### config.mk
export PLATFORM = sky130hd
export DESIGN_NAME = mem_stage_flat
export DESIGN_NICKNAME = d
export VERILOG_FILES = /design/src/rtl/mem_stage_if.sv /design/src/rtl/mem_stage.sv /design/src/flat_wrapper.sv
export SDC_FILE = /design/constraint.sdc
export NUM_CORES = 1
export LEC_CHECK = 0
export ABC_AREA = 1
export BUFFER_PORTS_ARGS = -buffer_cell sky130_fd_sc_hd__buf_4
export CORE_ASPECT_RATIO = 0.8
export CORE_UTILIZATION = 37
export DETAILED_ROUTE_END_ITERATION = 12
export PLACE_DENSITY = 0.74
export SLEW_MARGIN = 20
export SYNTH_ARGS = -nofsm -noshare
export SYNTH_HDL_FRONTEND = slang
export SYNTH_SLANG_ARGS = --single-unit
### constraint.sdc
create_clock -name clk -period 1.6 [get_ports clk]
set_input_delay 0.24 -clock clk [delete_from_list [all_inputs] [get_ports clk]]
set_output_delay 0.24 -clock clk [all_outputs]
set_load 0.03 [all_outputs]
### src/rtl/mem_stage_if.sv
// mem_stage_if: req/ack data-memory bus between the MEM stage (master) and data memory (slave).
interface mem_stage_if #(
    parameter int DATA_W = 32
);
    logic              req;
    logic              we;
    logic [DATA_W-1:0] addr;
    logic [DATA_W-1:0] wdata;
    logic [3:0]        be;
    logic              ack;
    logic [DATA_W-1:0] rdata;

    modport master(output req, we, addr, wdata, be, input ack, rdata);
    modport slave(input req, we, addr, wdata, be, output ack, rdata);
endinterface

### src/rtl/mem_stage.sv
// mem_stage: latches EX results, runs load/store on the dmem req/ack bus, emits one WB record per op.
// MEM_MISALIGN_TRAP_EN: misaligned H/W accesses raise bus_err instead of being force-aligned.
module mem_stage #(
    parameter int DATA_W     = 32,
    parameter int REG_ADDR_W = 5,
    parameter int TIMEOUT    = 255
) (
    input  logic                  clk,
    input  logic                  rst,
    input  logic                  ex_valid,
    output logic                  ex_ready,
    input  logic [DATA_W-1:0]     ex_alu_result,
    input  logic [DATA_W-1:0]     ex_store_data,
    input  logic [REG_ADDR_W-1:0] ex_rd,
    input  logic                  ex_reg_we,
    input  logic                  ex_data_we,
    input  logic                  ex_reg_select,
    input  logic [2:0]            ex_funct3,
    mem_stage_if.master           dmem,
    output logic                  wb_valid,
    output logic [REG_ADDR_W-1:0] wb_rd,
    output logic                  wb_reg_we,
    output logic [DATA_W-1:0]     wb_data,
    output logic                  bus_err
);
    typedef enum logic {IDLE, REQ} state_t;
    state_t state, state_nx;
    logic xfer, is_mem, is_h, is_w, trap, done, timeout;
    logic [1:0] off, off_q;
    logic [2:0] f3_q;
    logic [7:0] cnt;
    logic [REG_ADDR_W-1:0] rd_q;
    logic reg_we_q;
    logic [DATA_W-1:0] alu_q, sh, ld;

    assign xfer    = ex_valid && state == IDLE;
    assign is_mem  = ex_data_we || ex_reg_select;
    assign is_h    = ex_funct3[1:0] == 2'b01;
    // funct3 x10/x11 (W and the unsupported codes) are all word-sized
    assign is_w    = ex_funct3[1];
    assign off     = is_w ? 2'b00 : is_h ? {ex_alu_result[1], 1'b0} : ex_alu_result[1:0];
`ifdef MEM_MISALIGN_TRAP_EN
    assign trap    = is_mem && ((is_h && ex_alu_result[0]) || (is_w && ex_alu_result[1:0] != 2'b00));
`else
    assign trap    = 1'b0;
`endif
    assign done    = state == REQ && dmem.ack;
    assign timeout = state == REQ && !dmem.ack && cnt == 8'(TIMEOUT - 1);
    assign sh      = dmem.rdata >> {off_q, 3'b000};
    assign ld      = f3_q[1] ? sh :
                     f3_q[0] ? {{(DATA_W-16){!f3_q[2] && sh[15]}}, sh[15:0]} :
                               {{(DATA_W-8){!f3_q[2] && sh[7]}}, sh[7:0]};

    always_ff @(posedge clk or negedge rst)
        if (!rst) state <= IDLE;
        else      state <= state_nx;

    always_comb begin
        state_nx = state;
        ex_ready = state == IDLE;
        dmem.req = state == REQ;
        if (xfer && is_mem && !trap) state_nx = REQ;
        if (done || timeout) state_nx = IDLE;
    end

    always_ff @(posedge clk or negedge rst)
        if (!rst) begin
            cnt        <= '0;
            off_q      <= '0;
            f3_q       <= '0;
            rd_q       <= '0;
            reg_we_q   <= 1'b0;
            alu_q      <= '0;
            dmem.we    <= 1'b0;
            dmem.addr  <= '0;
            dmem.wdata <= '0;
            dmem.be    <= '0;
            wb_valid   <= 1'b0;
            wb_rd      <= '0;
            wb_reg_we  <= 1'b0;
            wb_data    <= '0;
            bus_err    <= 1'b0;
        end else begin
            wb_valid <= 1'b0;
            bus_err  <= 1'b0;
            cnt      <= (state == REQ && !done && !timeout) ? cnt + 8'd1 : 8'd0;
            if (xfer && (!is_mem || trap)) begin
                wb_valid  <= 1'b1;
                wb_rd     <= ex_rd;
                wb_reg_we <= !is_mem && ex_reg_we && ex_rd != '0;
                wb_data   <= ex_alu_result;
                bus_err   <= trap;
            end else if (xfer) begin
                off_q      <= off;
                f3_q       <= ex_funct3;
                rd_q       <= ex_rd;
                reg_we_q   <= ex_reg_we && !ex_data_we && ex_rd != '0;
                alu_q      <= ex_alu_result;
                dmem.we    <= ex_data_we;
                dmem.addr  <= {ex_alu_result[DATA_W-1:2], 2'b00};
                dmem.wdata <= is_w ? ex_store_data : is_h ? {2{ex_store_data[15:0]}} : {4{ex_store_data[7:0]}};
                dmem.be    <= is_w ? 4'b1111 : is_h ? 4'b0011 << off : 4'b0001 << off;
            end
            if (done || timeout) begin
                wb_valid  <= 1'b1;
                wb_rd     <= rd_q;
                wb_reg_we <= done && reg_we_q;
                wb_data   <= (done && !dmem.we) ? ld : alu_q;
                bus_err   <= timeout;
            end
        end
endmodule

### src/flat_wrapper.sv
// flat-port wrapper written by rule: the top's interface ports become plain ports
module mem_stage_flat 
#(
    parameter int DATA_W     = 32,
    parameter int REG_ADDR_W = 5,
    parameter int TIMEOUT    = 255
)
  (clk, rst, ex_valid, ex_ready, ex_alu_result, ex_store_data, ex_rd, ex_reg_we, ex_data_we, ex_reg_select, ex_funct3, wb_valid, wb_rd, wb_reg_we, wb_data, bus_err, dmem_req, dmem_we, dmem_addr, dmem_wdata, dmem_be, dmem_ack, dmem_rdata);
  mem_stage_if #(.DATA_W(DATA_W)) dmem_i ();
  input  logic clk;
  input  logic rst;
  input  logic ex_valid;
  output logic ex_ready;
  input  logic [DATA_W-1:0] ex_alu_result;
  input  logic [DATA_W-1:0] ex_store_data;
  input  logic [REG_ADDR_W-1:0] ex_rd;
  input  logic ex_reg_we;
  input  logic ex_data_we;
  input  logic ex_reg_select;
  input  logic [2:0] ex_funct3;
  output logic wb_valid;
  output logic [REG_ADDR_W-1:0] wb_rd;
  output logic wb_reg_we;
  output logic [DATA_W-1:0] wb_data;
  output logic bus_err;
  output wire logic [$bits(dmem_i.req)-1:0] dmem_req;
  output wire logic [$bits(dmem_i.we)-1:0] dmem_we;
  output wire logic [$bits(dmem_i.addr)-1:0] dmem_addr;
  output wire logic [$bits(dmem_i.wdata)-1:0] dmem_wdata;
  output wire logic [$bits(dmem_i.be)-1:0] dmem_be;
  input wire logic [$bits(dmem_i.ack)-1:0] dmem_ack;
  input wire logic [$bits(dmem_i.rdata)-1:0] dmem_rdata;
  assign dmem_req = dmem_i.req;
  assign dmem_we = dmem_i.we;
  assign dmem_addr = dmem_i.addr;
  assign dmem_wdata = dmem_i.wdata;
  assign dmem_be = dmem_i.be;
  assign dmem_i.ack = dmem_ack;
  assign dmem_i.rdata = dmem_rdata;
  mem_stage #(.DATA_W(DATA_W), .REG_ADDR_W(REG_ADDR_W), .TIMEOUT(TIMEOUT)) u_core (.clk(clk), .rst(rst), .ex_valid(ex_valid), .ex_ready(ex_ready), .ex_alu_result(ex_alu_result), .ex_store_data(ex_store_data), .ex_rd(ex_rd), .ex_reg_we(ex_reg_we), .ex_data_we(ex_data_we), .ex_reg_select(ex_reg_select), .ex_funct3(ex_funct3), .dmem(dmem_i), .wb_valid(wb_valid), .wb_rd(wb_rd), .wb_reg_we(wb_reg_we), .wb_data(wb_data), .bus_err(bus_err));
endmodule
# Word-level counts from Yosys, hierarchy flattened
# Index checks and enable logic that the tools add are counted.
[op_classes]
mux = 21
shifts = 3
n_addsub = 1
reduce_logical = 29
eq_ne = 2
n_bitwise = 2
[ops]
columns = ["op", "count"]
rows = [
  ["$mux W32", 7],
  ["$shr A32 B5 Y32", 1],
  ["$logic_and A1 B1 Y1", 16],
  ["$mux W5", 2],
  ["$add A8 B1 Y8 const B", 1],
  ["$eq A8 B8 Y1 const B", 1],
  ["$mux W1", 8],
  ["$mux W4", 2],
  ["$mux W8", 1],
  ["$logic_not A1 Y1", 7],
  ["$reduce_bool A5 Y1", 1],
  ["$reduce_bool A2 Y1", 2],
  ["$shl A1 B2 Y4 const A", 1],
  ["$shl A2 B2 Y4 const A", 1],
  ["$eq A2 B1 Y1 const B", 1],
  ["$logic_or A1 B1 Y1", 2],
  ["$mux W2", 1],
  ["$not A1 Y1", 2],
  ["$reduce_and A2 Y1", 1],
]
[word_totals]
input_bits = 111
regBits = 159
out_inout_bits = 111
elab_cells = 74

# Logic depth before layout (Yosys ltp)
[depth]
word_depth = 6
depth_mapped = 11
ltp_nobuf = 10

# Least setup slack after synthesis
# Ideal clock, no wire load.
[synth_path]
kind = "reg2reg"
start = "register u_core.state, in the netlist u_core.dmem.req"
end = "register u_core.wb_data[19]"
required_time_ps = 1476
stages_incl_launch_ff = 9
setup_time_ps = 124
arrival_time_ps = 1407
setup_slack_ps = 68
path_cell_list = "dfrtp_1 -> nand2_1 -> nor2_2 -> nand2_2 -> nand3_4 -> inv_4 -> buf_6 -> a22oi_1 -> nand2_1"
[synth_via]
elab_chain_cells = 4
elab_cells_between_ends = 11
cone_classes = "2 x mux; 1 x bitwise; 8 x reduce/logical"
[synth_lines]
columns = ["element", "line", "rtl"]
rows = [
  ["from (decl)", "mem_stage.sv:27", "state_t state, state_nx;"],
  ["from (signal assigned)", "mem_stage.sv:56", "else state <= state_nx;"],
  ["$logic_and A1 B1 Y1, or another cell as far along", "mem_stage.sv:47", "assign done = state == REQ && dmem.ack;"],
  ["$logic_and A1 B1 Y1 (on tied branches)", "mem_stage.sv:108, mem_stage.sv:36, mem_stage.sv:48", ""],
  ["$mux W32, or another cell as far along", "mem_stage.sv:108", "wb_data <= (done && !dmem.we) ? ld : alu_q;"],
  ["$mux W32 or $reduce_bool A2 Y1 (tied branches)", "-", ""],
  ["to (signal assigned)", "mem_stage.sv:91", "wb_data <= ex_alu_result;"],
  ["to (signal assigned)", "mem_stage.sv:108", ""],
  ["to (decl)", "mem_stage.sv:23", "output logic [DATA_W-1:0] wb_data,"],
]
# Parallel ways exist; a longest one is shown, timed or not.
# A chain may end at the register's enable or synchronous reset.

# Worst setup path in the final report
[layout_path]
start = "register u_core.cnt[0]"
end = "register u_core.wb_data[13]"
[layout_via]
elab_chain_cells = 4
elab_cells_between_ends = 5
cone_classes = "1 x eq/ne; 1 x mux; 3 x reduce/logical"
[layout_lines]
columns = ["element", "line", "rtl"]
rows = [
  ["from (decl)", "mem_stage.sv:31", "logic [7:0] cnt;"],
  ["from (signal assigned)", "mem_stage.sv:86", "cnt <= (state == REQ && !done && !timeout) ? cnt + 8'd1 : 8'd0;"],
  ["$eq A8 B8 Y1 (*)", "mem_stage.sv:48", "assign timeout = state == REQ && !dmem.ack && cnt == 8'(TIMEOUT - 1);"],
  ["$logic_and A1 B1 Y1 (*)", "mem_stage.sv:48", ""],
  ["$logic_or A1 B1 Y1 (*)", "mem_stage.sv:104", "if (done || timeout) begin"],
  ["$mux W32 or $reduce_bool A2 Y1 (tied branches)", "-", ""],
]
# Mark *: on every way between the ends. The rest lies on a longest branch, timed or not.

==> impl_metrics.yaml <==
timing:
  min_period_ns: 1.57
  setup_violations: 0
  hold_viol: 0
  rsz0062_at_grt: "yes"
  max_freq_mhz: 636
  drv_slew: 0
  setup_tns_ns: 0
  final.setup_skew_ns: 0.00775
  timing.final.crit_share_pct: 98.3
synthesis:
  async_reset_ff_share_pct: 100
  yosysMostFrequentCell: "nand2_1"
  synth-edff-count: 0
  yosysTopAreaCellShare_pct: 47.8
  synthFlopType: "dfrtp_1"
  synth_cell_type_count: 34
  synth_mux_area_share_pct: 0
  synth-adder-area-share_pct: 0.371
  yosysWarnings: 0
  netlist_area_um2: 6750
  synth-seq-cells: 129
  yosys.area_share.simple_pct: 29.5
  synth.top_cells.by_area: "dfrtp_1, nand2_1, nand3_1"
  syn-instance-count: 881
  synth_top_family_by_area: "simple AND/OR/NAND/NOR gates"
  synth.yosys.seq_area_share_pct: 47.8
  synth_xor_area_share_pct: 0
  synth-compound-area-share_pct: 12.0
  yosysTopAreaCell: "dfrtp_1"
  synthTopCellsByCount: "nand2_1, dfrtp_1, nand3_1"
  avgSynthCellArea_um2: 7.66
routing:
  vias_per_cell: 5.01
  vias: 6636
  wirelength_um: 21300
  drc_errors: 0
  wl_per_cell_um: 16.1
  drt-initial-drc-count: 354
  drtAntennaViolNets: 0
  firstDrtPassIters: 6
grt:
  antenna_found_initial: 0
  grt_usage_pct: 23.3
  grt_pass1_wl_um: 33700
  grt-ovfl-total: 0
  grt_max_degree: 58
  grt_pass1_vias: 6535
worst_setup_path:
  cpMostUsedCell: "nand2_1"
  crit_chain: "inv_1 -> ha_2 -> nand3_4 -> nor2_4 -> buf_6 -> a21oi_4 -> buf_12 -> a21oi_1 -> nand2_1 -> nand2_1 -> nand2_1"
  arrival_ns: 1.88
  cp-start-kind: "register"
  worstSetupPathType: "register to register"
  cp.required_ns: 1.90
  crit_fanout: 8
  cp-end-kind: "register"
  slowest_stage: "dfrtp_1"
  rr_worst_depth: 11
  cp_slowest_stage_delay_ns: 0.37
cells_and_area:
  multi_input_area_um2: 2960
  fin_cells: 1325
  final_nets: 1200
  area_delta_synth_final_pct: 39.7
  nFillCells: 1671
  drive_gt1_share_pct: 30.5
  ff_latch_area_um2: 3230
  finish.utilization_pct: 53.6
  n_antenna_cell: 0
flow_run:
  max_cap_viol_count: 0
clocking:
  cts_tree: "done"
  clockBufferDepth: 2
  clock_sinks: 129
  clk_root_buffer_cell: "clkbuf_16"
  clkTransAtPathRegs_ns: 0.06
  h-tree-depth: 4
  clock_latency_ns: 0.41
  cts_made_buffers: 17
floorplanning:
  chipWidth_um: 153
  num_rows: 43
  initial_core_util_pct: 38.4
  core_area_um2: 17600
  ios: 222
  die-height_um: 123
  dieArea_um2: 18800
hold_path:
  min_path_cells: 3
  hold_class: "primary input to register"
placement:
  port-buffer-count: 219
  gp_congestion: 0.874
  dp_hpwl_um: 15800
  dp.cells: 1289
pwr:
  p_int_w: 0.00864
  p_seq_share_pct: 33.7
  comb_power_share_pct: 37.7
  swShare_pct: 38.4
  peakVddDrop_v: 0.000715
  pwr-share-clk_pct: 28.6
  switchingPower_w: 0.00538
  p_leak_nw: 4.92
  power.density_nw_per_um2: 1490
status:
  status: "finished, final reports clean"
[sequential cells by signal (all words and copies together) (netlist names), 2 cells and up]
name / flops
u_core.wb_rd: 5
u_core.dmem.be: 4
u_core.wb_data: 32
u_core.dmem.wdata: 32
u_core.alu_q: 31
u_core.off_q: 2
u_core.cnt: 8
u_core.f3_q: 3
u_core.rd_q: 5
[cells by family after synthesis]
logic type               after synthesis
buffers and inverters                127
other                                  1
flip-flops                           129
adder cells (fa/ha/maj)                2
AO/OA/AOI/OAI                        131
AND/OR/NAND/NOR                      491
[cell type report]
cell class	count	area share [%]
Timing Repair Buffer	264	22.7
Sequential cell	129	34.3
Multi-Input combinational cell	626	31.4
Tap cell	225	2.99
Clock inverter	9	1.38
Clock buffer	23	5.07
Inverter	49	2.14
[layout by cell type, fill, tap and decap left out, types with 3 or more instances in the layout]
cell       count
buf_12        10
clkbuf_1       3
nand2_2        6
nand2_4        3
clkbuf_16     18
a22oi_1       17
dfrtp_1      128
o21ai_1       19
clkinv_2       3
a21oi_2        5
buf_4        248
o21ai_0       48
nor2_1        18
bufinv_16      3
o31ai_1        3
inv_1         42
buf_6          4
a21oi_1        8
o211ai_1      16
nand3_1       63
a22oi_2        8
nor3_1         4
nand2_1      381
nor2_2         3
clkbuf_8       3
[power by group through the flow]
stage	Combinational, W	Clock [W]	Sequential, W
after floorplan	0.00219	0	0.00572
after global placement	0.00513	0	0.00475
after detailed placement	0.00522	0	0.00472
after CTS	0.00522	0.00410	0.00470
after global routing	0.00572	0.00425	0.00481
final	0.00528	0.00402	0.00472
[timing repair]
action | CTS | global route
setup buffers | 0 | 2
gates resized for setup | 0 | 52
hold buffers | 1 | 0
endpoints found under the hold margin | 27 | 0
endpoints found under the setup margin | 0 | 61
[worst max-delay path, delay by kind of cell, from the launching register on]
| family | cells | cell delay [ns] |
|---|---|---|
| buffers and inverters | 3 | 0.33 |
| AOI/OAI and AO/OA | 2 | 0.17 |
| DFF | 1 | 0.37 |
| and+or+nand+nor | 5 | 0.40 |
| adders and majority gates | 1 | 0.19 |
[metal layers]
layer	routed length [µm]	track usage, %	up-vias	part of all wire (%)
met5	0	0	-	0
met4	340	7.83	0	1.6
met3	1830	6.89	30	8.6
met2	9300	35.9	278	44
met1	9860	31.4	3105	46
li1	-	-	3223	-
[path summary, 6_finish.rpt]
kind	startpoint	endpoint	slack (ns)
setup / recovery	u_core.cnt[0]$_DFF_PN0_	u_core.wb_data[13]$_DFFE_PN0P_	0.03
hold / removal	ex_alu_result[2]	u_core.alu_q[2]$_DFFE_PN0P_	0.03
setup reg to reg	u_core.cnt[0]$_DFF_PN0_	u_core.wb_data[13]$_DFFE_PN0P_	0.03
hold reg to reg	u_core.dmem.wdata[2]$_DFFE_PN0P_	u_core.dmem.wdata[2]$_DFFE_PN0P_	0.48
max in group asynchronous	rst	u_core.alu_q[11]$_DFFE_PN0P_	0.75
min in group asynchronous	rst	u_core.dmem.wdata[9]$_DFFE_PN0P_	0.27
[through the flow]
stage	setup slack [ns]	total power (W)	hold slack (ns)	instance area, µm²
2_1_floorplan	0.0682	0.00791	-0.0556	6750
3_3_place_gp	0.0510	0.00989	0.151	8620
3_5_place_dp	0.000853	0.00994	0.147	8620
4_1_cts	0.00183	0.0140	0.0110	9240
5_1_grt	-0.100	0.0148	0.0218	9420
6_report	0.0265	0.0140	0.0308	9420
Note: power is estimated with default switching activity, not from simulation.
